**src/rtl/xor_descr_pkg.sv**
```systemverilog
// rtl/xor_descr_pkg.sv - shared constants, types and reference scrambler for the PRBS7 descrambler
//
// Contents:
//   BYTE_W, HIST_W, TAP_A, TAP_B, CNT_W  - datapath and history geometry
//   descr_state_t                         - FILL / LOCKED lock state
//   scr_res_t                             - scrambled byte plus the scrambler history after it
//   golden_scramble_byte(d, hist)         - transmit-side x^7 + x^6 + 1 scrambler, MSB first
package xor_descr_pkg;

    localparam int BYTE_W = 8;
    localparam int HIST_W = 7;
    localparam int TAP_A  = 5;
    localparam int TAP_B  = 6;
    localparam int CNT_W  = 4;

    typedef enum logic {
        FILL   = 1'b0,
        LOCKED = 1'b1
    } descr_state_t;

    typedef struct packed {
        logic [HIST_W-1:0] hist;
        logic [BYTE_W-1:0] data;
    } scr_res_t;

    // Self-synchronising scrambler: the history holds transmitted
    // (scrambled) bits, which is what lets the receiver recover
    // without any seed exchange.
    function automatic scr_res_t golden_scramble_byte(input logic [BYTE_W-1:0] d,
                                                      input logic [HIST_W-1:0] hist);
        scr_res_t          r;
        logic [HIST_W-1:0] h;
        logic              s;
        h = hist;
        r = '0;
        for (int i = BYTE_W - 1; i >= 0; i--) begin
            s         = d[i] ^ h[TAP_A] ^ h[TAP_B];
            r.data[i] = s;
            h         = {h[HIST_W-2:0], s};
        end
        r.hist = h;
        return r;
    endfunction

endpackage

```
**src/rtl/xor_descrambler_if.sv**
```systemverilog
// rtl/xor_descrambler_if.sv - byte stream handshake bundle (data/valid/ready)
//
// Signals:
//   data   - 8-bit byte, bit 7 first in time
//   valid  - producer has a byte
//   ready  - consumer takes the byte when valid && ready
// Modports:
//   master - drives data/valid, observes ready
//   slave  - observes data/valid, drives ready
interface xor_descrambler_if;
    import xor_descr_pkg::*;

    logic [BYTE_W-1:0] data;
    logic              valid;
    logic              ready;

    modport master (output data, output valid, input ready);
    modport slave  (input data, input valid, output ready);

endinterface

```
**src/rtl/xor_descr_byte.sv**
```systemverilog
// rtl/xor_descr_byte.sv - combinational 8-bit PRBS7 descrambler step
//
// Ports:
//   in_byte   in   scrambled byte, bit 7 first in time
//   hist      in   history before this byte (most recent bit in hist[0])
//   out_byte  out  descrambled byte
//   hist_next out  history after shifting in all eight received bits
module xor_descr_byte
    import xor_descr_pkg::*;
(
    input  logic [BYTE_W-1:0] in_byte,
    input  logic [HIST_W-1:0] hist,
    output logic [BYTE_W-1:0] out_byte,
    output logic [HIST_W-1:0] hist_next
);

    logic [HIST_W-1:0] h;

    // The history always takes the received bit, never the recovered one;
    // that is what makes the receiver self-synchronise to the transmitter.
    always_comb begin
        h        = hist;
        out_byte = '0;
        for (int i = BYTE_W - 1; i >= 0; i--) begin
            out_byte[i] = in_byte[i] ^ h[TAP_A] ^ h[TAP_B];
            h           = {h[HIST_W-2:0], in_byte[i]};
        end
        hist_next = h;
    end

endmodule

```
**src/rtl/xor_descrambler.sv**
```systemverilog
// rtl/xor_descrambler.sv - PRBS7 (x^7 + x^6 + 1) byte-stream descrambler with fill/lock FSM
//
// Optional build macro: XOR_DESCR_BYPASS_EN (adds the bypass input).
//
// Ports:
//   clk       in   rising-edge clock
//   rst       in   synchronous active-high reset
//   sync_clr  in   re-sync request: clears history, drops pending output, back to FILL
//   bypass    in   (XOR_DESCR_BYPASS_EN only) pass bytes through unchanged, emit during FILL too
//   s_if      slave  scrambled input stream from the deserialiser
//   m_if      master descrambled output stream to the byte consumer
//   locked    out  high while in LOCKED
//
// Parameters:
//   SYNC_BYTES  bytes discarded after reset/sync_clr while the history fills (1..15)
//   DATA_W      byte width, must be 8
module xor_descrambler
    import xor_descr_pkg::*;
#(
    parameter int SYNC_BYTES = 1,
    parameter int DATA_W     = 8
) (
    input  logic              clk,
    input  logic              rst,
    input  logic              sync_clr,
`ifdef XOR_DESCR_BYPASS_EN
    input  logic              bypass,
`endif
    xor_descrambler_if.slave  s_if,
    xor_descrambler_if.master m_if,
    output logic              locked
);

    if (DATA_W != BYTE_W) begin : g_bad_width
        $error("xor_descrambler: DATA_W must be 8");
    end
    if (SYNC_BYTES < 1 || SYNC_BYTES > 15) begin : g_bad_sync
        $error("xor_descrambler: SYNC_BYTES must be in 1..15");
    end

    localparam logic [CNT_W-1:0] SYNC_CNT = CNT_W'(SYNC_BYTES);

    descr_state_t      state_q, state_d;
    logic [CNT_W-1:0]  cnt_q, cnt_d;
    logic [CNT_W-1:0]  cnt_inc;
    logic [HIST_W-1:0] hist_q, hist_d;
    logic [HIST_W-1:0] hist_step;
    logic [BYTE_W-1:0] desc_byte;
    logic [BYTE_W-1:0] m_data_q, m_data_d;
    logic              m_valid_q, m_valid_d;
    logic              bypass_w;
    logic              in_fill;
    logic              accept;

`ifdef XOR_DESCR_BYPASS_EN
    assign bypass_w = bypass;
`else
    assign bypass_w = 1'b0;
`endif

    xor_descr_byte u_step (
        .in_byte   (s_if.data),
        .hist      (hist_q),
        .out_byte  (desc_byte),
        .hist_next (hist_step)
    );

    assign in_fill = (state_q == FILL);

    // In FILL nothing is emitted, so input never has to wait on the output
    // register. With bypass the fill bytes are emitted, so the normal
    // pop-through rule applies to keep m_data stable under backpressure.
    assign s_if.ready = !m_valid_q || m_if.ready || (in_fill && !bypass_w);
    assign accept     = s_if.valid && s_if.ready;

    // Saturating fill counter increment.
    assign cnt_inc = (cnt_q == SYNC_CNT) ? cnt_q : cnt_q + 1'b1;

    always_ff @(posedge clk) begin
        if (rst) begin
            state_q   <= FILL;
            cnt_q     <= '0;
            hist_q    <= '0;
            m_data_q  <= '0;
            m_valid_q <= 1'b0;
        end else begin
            state_q   <= state_d;
            cnt_q     <= cnt_d;
            hist_q    <= hist_d;
            m_data_q  <= m_data_d;
            m_valid_q <= m_valid_d;
        end
    end

    always_comb begin
        state_d   = state_q;
        cnt_d     = cnt_q;
        hist_d    = hist_q;
        m_data_d  = m_data_q;
        m_valid_d = m_valid_q;

        if (sync_clr) begin
            // Re-sync wins over a same-cycle transfer; that byte is acked and lost.
            state_d   = FILL;
            cnt_d     = '0;
            hist_d    = '0;
            m_valid_d = 1'b0;
        end else begin
            if (m_valid_q && m_if.ready) begin
                m_valid_d = 1'b0;
            end
            if (accept) begin
                hist_d = hist_step;
                if (in_fill) begin
                    cnt_d = cnt_inc;
                    if (cnt_inc == SYNC_CNT) begin
                        state_d = LOCKED;
                    end
                end
                // A same-cycle pop and accept simply overwrites the register.
                if (!in_fill || bypass_w) begin
                    m_data_d  = bypass_w ? s_if.data : desc_byte;
                    m_valid_d = 1'b1;
                end
            end
        end
    end

    assign m_if.data  = m_data_q;
    assign m_if.valid = m_valid_q;
    assign locked     = (state_q == LOCKED);

endmodule

```
**src/flat_wrapper.sv**
```systemverilog
// flat-port wrapper written by rule: the top's interface ports become plain ports
module xor_descrambler_flat import xor_descr_pkg::*;
#(
    parameter int SYNC_BYTES = 1,
    parameter int DATA_W     = 8
)
  (clk, rst, sync_clr, locked, s_if_data, s_if_valid, s_if_ready, m_if_data, m_if_valid, m_if_ready);
  xor_descrambler_if s_if_i ();
  xor_descrambler_if m_if_i ();
  input  logic clk;
  input  logic rst;
  input  logic sync_clr;
  output logic locked;
  input wire logic [$bits(s_if_i.data)-1:0] s_if_data;
  input wire logic [$bits(s_if_i.valid)-1:0] s_if_valid;
  output wire logic [$bits(s_if_i.ready)-1:0] s_if_ready;
  output wire logic [$bits(m_if_i.data)-1:0] m_if_data;
  output wire logic [$bits(m_if_i.valid)-1:0] m_if_valid;
  input wire logic [$bits(m_if_i.ready)-1:0] m_if_ready;
  assign s_if_i.data = s_if_data;
  assign s_if_i.valid = s_if_valid;
  assign s_if_ready = s_if_i.ready;
  assign m_if_data = m_if_i.data;
  assign m_if_valid = m_if_i.valid;
  assign m_if_i.ready = m_if_ready;
  xor_descrambler #(.SYNC_BYTES(SYNC_BYTES), .DATA_W(DATA_W)) u_core (.clk(clk), .rst(rst), .sync_clr(sync_clr), .s_if(s_if_i), .m_if(m_if_i), .locked(locked));
endmodule
```
**config.mk**
```make
export PLATFORM = sky130hd
export DESIGN_NAME = xor_descrambler_flat
export DESIGN_NICKNAME = d
export VERILOG_FILES = /design/src/rtl/xor_descr_pkg.sv /design/src/rtl/xor_descrambler_if.sv /design/src/rtl/xor_descr_byte.sv /design/src/rtl/xor_descrambler.sv /design/src/flat_wrapper.sv
export SDC_FILE = /design/constraint.sdc
export NUM_CORES = 1
export LEC_CHECK = 0
export BUFFER_PORTS_ARGS = -buffer_cell sky130_fd_sc_hd__buf_4
export CORE_UTILIZATION = 47
export CTS_CLUSTER_DIAMETER = 40
export DETAILED_ROUTE_END_ITERATION = 8
export PLACE_DENSITY = 0.79
export SKIP_LAST_GASP = 1
export SLEW_MARGIN = 20
export SYNTH_ARGS = -nofsm -noshare
export SYNTH_HDL_FRONTEND = slang
export SYNTH_SLANG_ARGS = --single-unit
```
**constraint.sdc**
```tcl
create_clock -name clk -period 1.35 [get_ports clk]
set_clock_uncertainty 0.2 [all_clocks]
set_input_delay 0.27 -clock clk [delete_from_list [all_inputs] [get_ports clk]]
set_output_delay 0.27 -clock clk [all_outputs]
set_load 0.03 [all_outputs]
```
; ---- Word-level counts from Yosys, hierarchy flattened
; Index checks and enable logic that the tools add are counted.
; Widths: inputs -> output; s select.
[word_totals]
regBits = 21
input_bits = 13
out_inout_bits = 11
elab_cells = 40
[op_classes]
n_addsub = 1
eq_ne = 2
mux = 6
bitwise = 18
reduce_logical = 8
[ops]
columns = op, n
row1 = $xor 1x1->1, 16
row2 = $eq 4x1->1 const B, 2
row3 = $mux 1, 5
row4 = $add 4x1->4 const B, 1
row5 = $mux 4, 1
row6 = $reduce_and 3->1, 1
row7 = $logic_and 1x1->1, 2
row8 = $logic_or 1x1->1, 2
row9 = $not 1->1, 2
row10 = $reduce_and 2->1, 1
row11 = $reduce_or 2->1, 1
row12 = $logic_not 1->1, 1

; ---- Logic depth before layout (Yosys ltp)
[depth]
word_depth = 5
mapped_depth = 6
mapped_depth_nobuf = 6

; ---- Cells and area by module
; From an unflattened synthesis, not the netlist that was laid out.
[hier_totals]
cells_unflattened = 109
area_unflattened_um2 = 1114.8
[modules_own_cells]
columns = mod, instances, cells_each, area_per_inst_um2, seq_area_each_um2
row1 = xor_descrambler, 1, 94, 872.1, 420.4
row2 = xor_descr_byte, 1, 15, 242.7, 0.0

; ---- Worst setup path before layout
; Ideal clock, no wire load.
[synth_timing]
kind = reg2reg
start = register u_core.state_q, in the netlist u_core.locked
end = register u_core.m_data_q[0], in the netlist u_core.m_if.data[0]
setup_time_ns = 0.117
arrival_time_ns = 1.233
required_ns = 1.033
path_slack_ns = -0.200
path_stages_with_launch = 6
path_buffers = 1
synth_period_minus_slack_ns = 1.550
path_cell_list = dfxtp_1 > nand2_1 > nor3b_2 > buf_6 > mux2i_1 > nor2_1
[synth_between]
elab_chain_cells = 4
[synth_rtl]
columns = item, line_no
row1 = start: declaration, xor_descrambler.sv:43  ; descr_state_t state_q, state_d;
row2 = start signal: assignment, xor_descrambler.sv:87  ; state_q <= state_d;
row3 = $not 1->1, xor_descrambler.sv:68  ; assign in_fill = (state_q == FILL);
row4 = $logic_or 1x1->1, xor_descrambler.sv:73  ; assign s_if.ready = !m_valid_q || m_if.ready || (in_fill && !bypass_w);
row5 = $logic_and 1x1->1, xor_descrambler.sv:74  ; assign accept = s_if.valid && s_if.ready;
row6 = $reduce_and 3->1 (no line) *, --
row7 = end signal: assignment, xor_descrambler.sv:90  ; m_data_q <= m_data_d;
row8 = end: declaration, xor_descrambler.sv:49  ; logic [BYTE_W-1:0] m_data_q, m_data_d;
; Every way passes the cells marked *; elsewhere a longest branch is shown, timed or not.
; A chain may end at the register's enable or synchronous reset.

; ---- Worst setup path in the final report
[layout_timing]
start = register u_core.cnt_q[1]
end = register u_core.state_q, in the netlist u_core.locked
[layout_between]
elab_chain_cells = 5
elab_cells_between_ends = 6
cone_classes = add/sub (1) / eq/ne (2) / mux (3)
[layout_rtl]
columns = item, line_no
row1 = start: declaration, xor_descrambler.sv:44  ; logic [CNT_W-1:0] cnt_q, cnt_d;
row2 = start signal: assignment, xor_descrambler.sv:88  ; cnt_q <= cnt_d;
row3 = $add 4x1->4 / $eq 4x1->1 (equally long branches), xor_descrambler.sv:77  ; assign cnt_inc = (cnt_q == SYNC_CNT) ? cnt_q : cnt_q + 1'b1;
row4 = $mux 4 *, xor_descrambler.sv:77
row5 = $eq 4x1->1 *, xor_descrambler.sv:116  ; if (cnt_inc == SYNC_CNT) begin
row6 = $mux 1 *, xor_descrambler.sv:116
row7 = $mux 1 *, xor_descrambler.sv:114  ; if (in_fill) begin
; Marks and branches as above.

==> results by group <==
Run status
  • Status: finished, violations left
  • Failing checks: negative setup slack

STA
  • Post-route setup slack: -0.1747 ns
  • RSZ-0062 raised after global routing: true
  • Final Slew Violations: 0
  • Slew @ Worst Pin: 0.5376 ns
  • Fin Hold WS: 0.01532 ns
  • Minimum clock period: 1.525 ns
  • Final cycle utilization of the critical path: 112.9%
  • Fin. Hold Viols: 0
  • Final setup viols: 15
  • TNS Setup: -1.082 ns
  • Slew HR: 64.16%
  • F_max: 0.6559 GHz

Drt
  • Vias: 955
  • Post-DRT Antenna Nets: 0
  • Wire length per cell: 14.49 um
  • DR vias/cell: 5.335
  • Detailed Route Iter0 Violations: 16
  • Routed WL: 2594 um
  • DRC Markers: 0
  • TritonRoute pass-1 iters: 4

Pwr
  • Pleak: 0.0006017 uW
  • Tot Pwr: 1253 uW
  • Cell Pwr Density: 820.7 nW/um^2
  • Peak supply drop: 0.8818 mV

Clock tree
  • CTS tree: built
  • Clock sink total: 21
  • Clk slew on worst S/H paths: 0.13 ns
  • CTS Buf Count: 3
  • CTS max path bufs: 2
  • Root Driver: clkbuf_4
  • Clk_lat worst skew: 0.31 ns
  • H-tree levels: 1

Worst setup path
  • Crit path kind: reg2reg
  • Crit. End Element: register
  • Max FO, Critical Path: 3
  • Worst path cell trace: inv_2 -> ha_4 -> nor2b_4 -> o31ai_2 -> nand4_1 -> o22ai_2
  • Crit start category: register
  • Crit-path max cell delay: 0.37 ns
  • CP delay by family, top: flip-flops
  • Worst EP arrival: 1.56 ns
  • Worst EP required: 1.39 ns
  • CP max-delay cell: dfxtp_2
  • Buffers & Inverters on Critical Path: 1

Cells and area
  • FF/Latch Area: 430.4 sq um
  • Multi-input gate area: 711.9 sq um
  • Filler instances: 147
  • Finished Layout Cells: 179
  • Antenna diode count: 0
  • Area growth syn-to-layout: 46.81%
  • Design area: 1526 sq um
  • Layout Nets: 168
  • Share of cells above drive strength 1: 44.74%

Min path
  • HP Class: in2reg

Yosys
  • Ys flop type: dfxtp_1
  • Number of flops mapped to enable cells by yosys: 0
  • Synth async-reset ratio: 0%
  • Number of synthesis warnings: 0
  • Yosys cell types: 28
  • Register bit count reported by yosys: 21
  • Post-Syn Area: 1040 sq um
  • Syn_nets: 129
  • Area leader, netlist: dfxtp_1
  • Count leader, synth: dfxtp_1
  • Avg Cell Area, Syn: 9.121 sq um
  • Synth area leaders: dfxtp_1 40%, xnor2_1 14%, mux2i_1 8.7%, a21oi_1 4.8%, nor2_1 4.7%
  • Top-area cell type share of the netlist area: 40.43%
  • Cells after Synth: 114
  • Register area share after synthesis: 40.43%
  • Commonest cells post-synth: 21 x dfxtp_1, 17 x xnor2_1, 13 x nor2_1

Placement
  • I/O Buffers: 23
  • Dpl cells: 170
  • Post-DP Area: 1314 sq um
  • HPWL after detailed placement: 1671 um
  • Placer Congestion: 0.7539

Global route
  • Grt ovf: 0
  • Largest net degree at the start of global routing: 14
  • GRT Resource Usage Total: 20.61%
  • Vias in the first global route: 939
  • Initial antenna violation count: 0
  • First-pass GRT wire length: 3905 um

Floorplan
  • Area of the core: 2022 sq um
  • Die Y: 49.04 um
  • Rows: 16
  • Chip width: 49.04 um
  • I/O Pins: 24
  • Initial core utilization: 51.42%
  • Die ar.: 2404 sq um

Flow run
  • Max Cap Violations: 0
routing by layer:
metal	up-vias	part of all wire [%]	global-route usage, %
met2	25	54	38.19
met5	-	0	0
met1	459	39	24.47
met3	6	3.8	3.115
li1	465	-	-
met4	0	2.4	5.392
tightest hold or removal path, stage by stage:
cell and delay [ns]:
buf_4 0.12, nand3_1 0.06, a21oi_1 0.05
cell usage in the layout (no fill, tap or decap), types with 7 or more instances in the layout:
cell type,n
dfxtp_1,17
a21oi_1,7
nand3_1,8
nor2_1,12
mux2i_1,9
xnor2_1,16
nand2_1,7
buf_6,8
buf_4,30
cells by family after synthesis:
family                   after synthesis  share of synthesized area, %
AO/OA/AOI/OAI                         16                         9.748
XOR/XNOR                              18                         15.16
adder cells (fa/ha/maj)                2                         2.406
buffers and inverters                  6                         3.249
flip-flops                            21                         40.43
multiplexers                           9                         8.665
AND/OR/NAND/NOR                       42                         20.34
through the flow:
step	setup WS, ns	utilization, %
after global routing	-0.2463	75.50
after detailed placement	-0.06312	64.98
after floorplan	-0.01117	-
after CTS	-0.1012	69.31
final	-0.1747	75.50
after global placement	-0.02685	64.98
cell type report:
class / instances / area share, %
clock inverter: 1 / 0.3279
clock buffer: 3 / 1.475
inverter: 2 / 0.4918
multi-input combinational: 87 / 46.64
sequential: 21 / 28.20
timing repair buffer: 38 / 20.66
tap: 27 / 2.213
power breakdown:
part	switching, uW	leakage (uW)	internal, uW
Sequential	17.1	0.000173	636
Combinational	134	0.000411	150
Clock	205	0.0000177	111
flip-flops by register name, summed over array words and instances (netlist names):
signal and flops:
u_core.cnt_q 4, u_core.hist_q 7, u_core.m_if.data 8, u_core.locked 1
u_core.m_if.valid 1
final timing paths:
path | start | end | slack (ns) | depth (start not counted)
max | u_core.cnt_q[1]$_SDFFE_PP0P_ | u_core.locked$_SDFFE_PP0P_ | -0.17 | 6
min | s_if_data[5] | u_core.hist_q[5]$_SDFFE_PP0P_ | 0.02 | 3
max reg2reg | u_core.cnt_q[1]$_SDFFE_PP0P_ | u_core.locked$_SDFFE_PP0P_ | -0.17 | 6
min reg2reg | u_core.hist_q[6]$_SDFFE_PP0P_ | u_core.hist_q[6]$_SDFFE_PP0P_ | 0.29 | 2
timing repair:
item | CTS | global route
buffers inserted | 2 | 3
resized for setup | 11 | 20
setup endpoints to repair | 13 | 23
pin swaps | 6 | 12
hold buffers | 0 | 0
endpoints found under the hold margin | 0 | 0
Power figures use the tool's default switching activity.
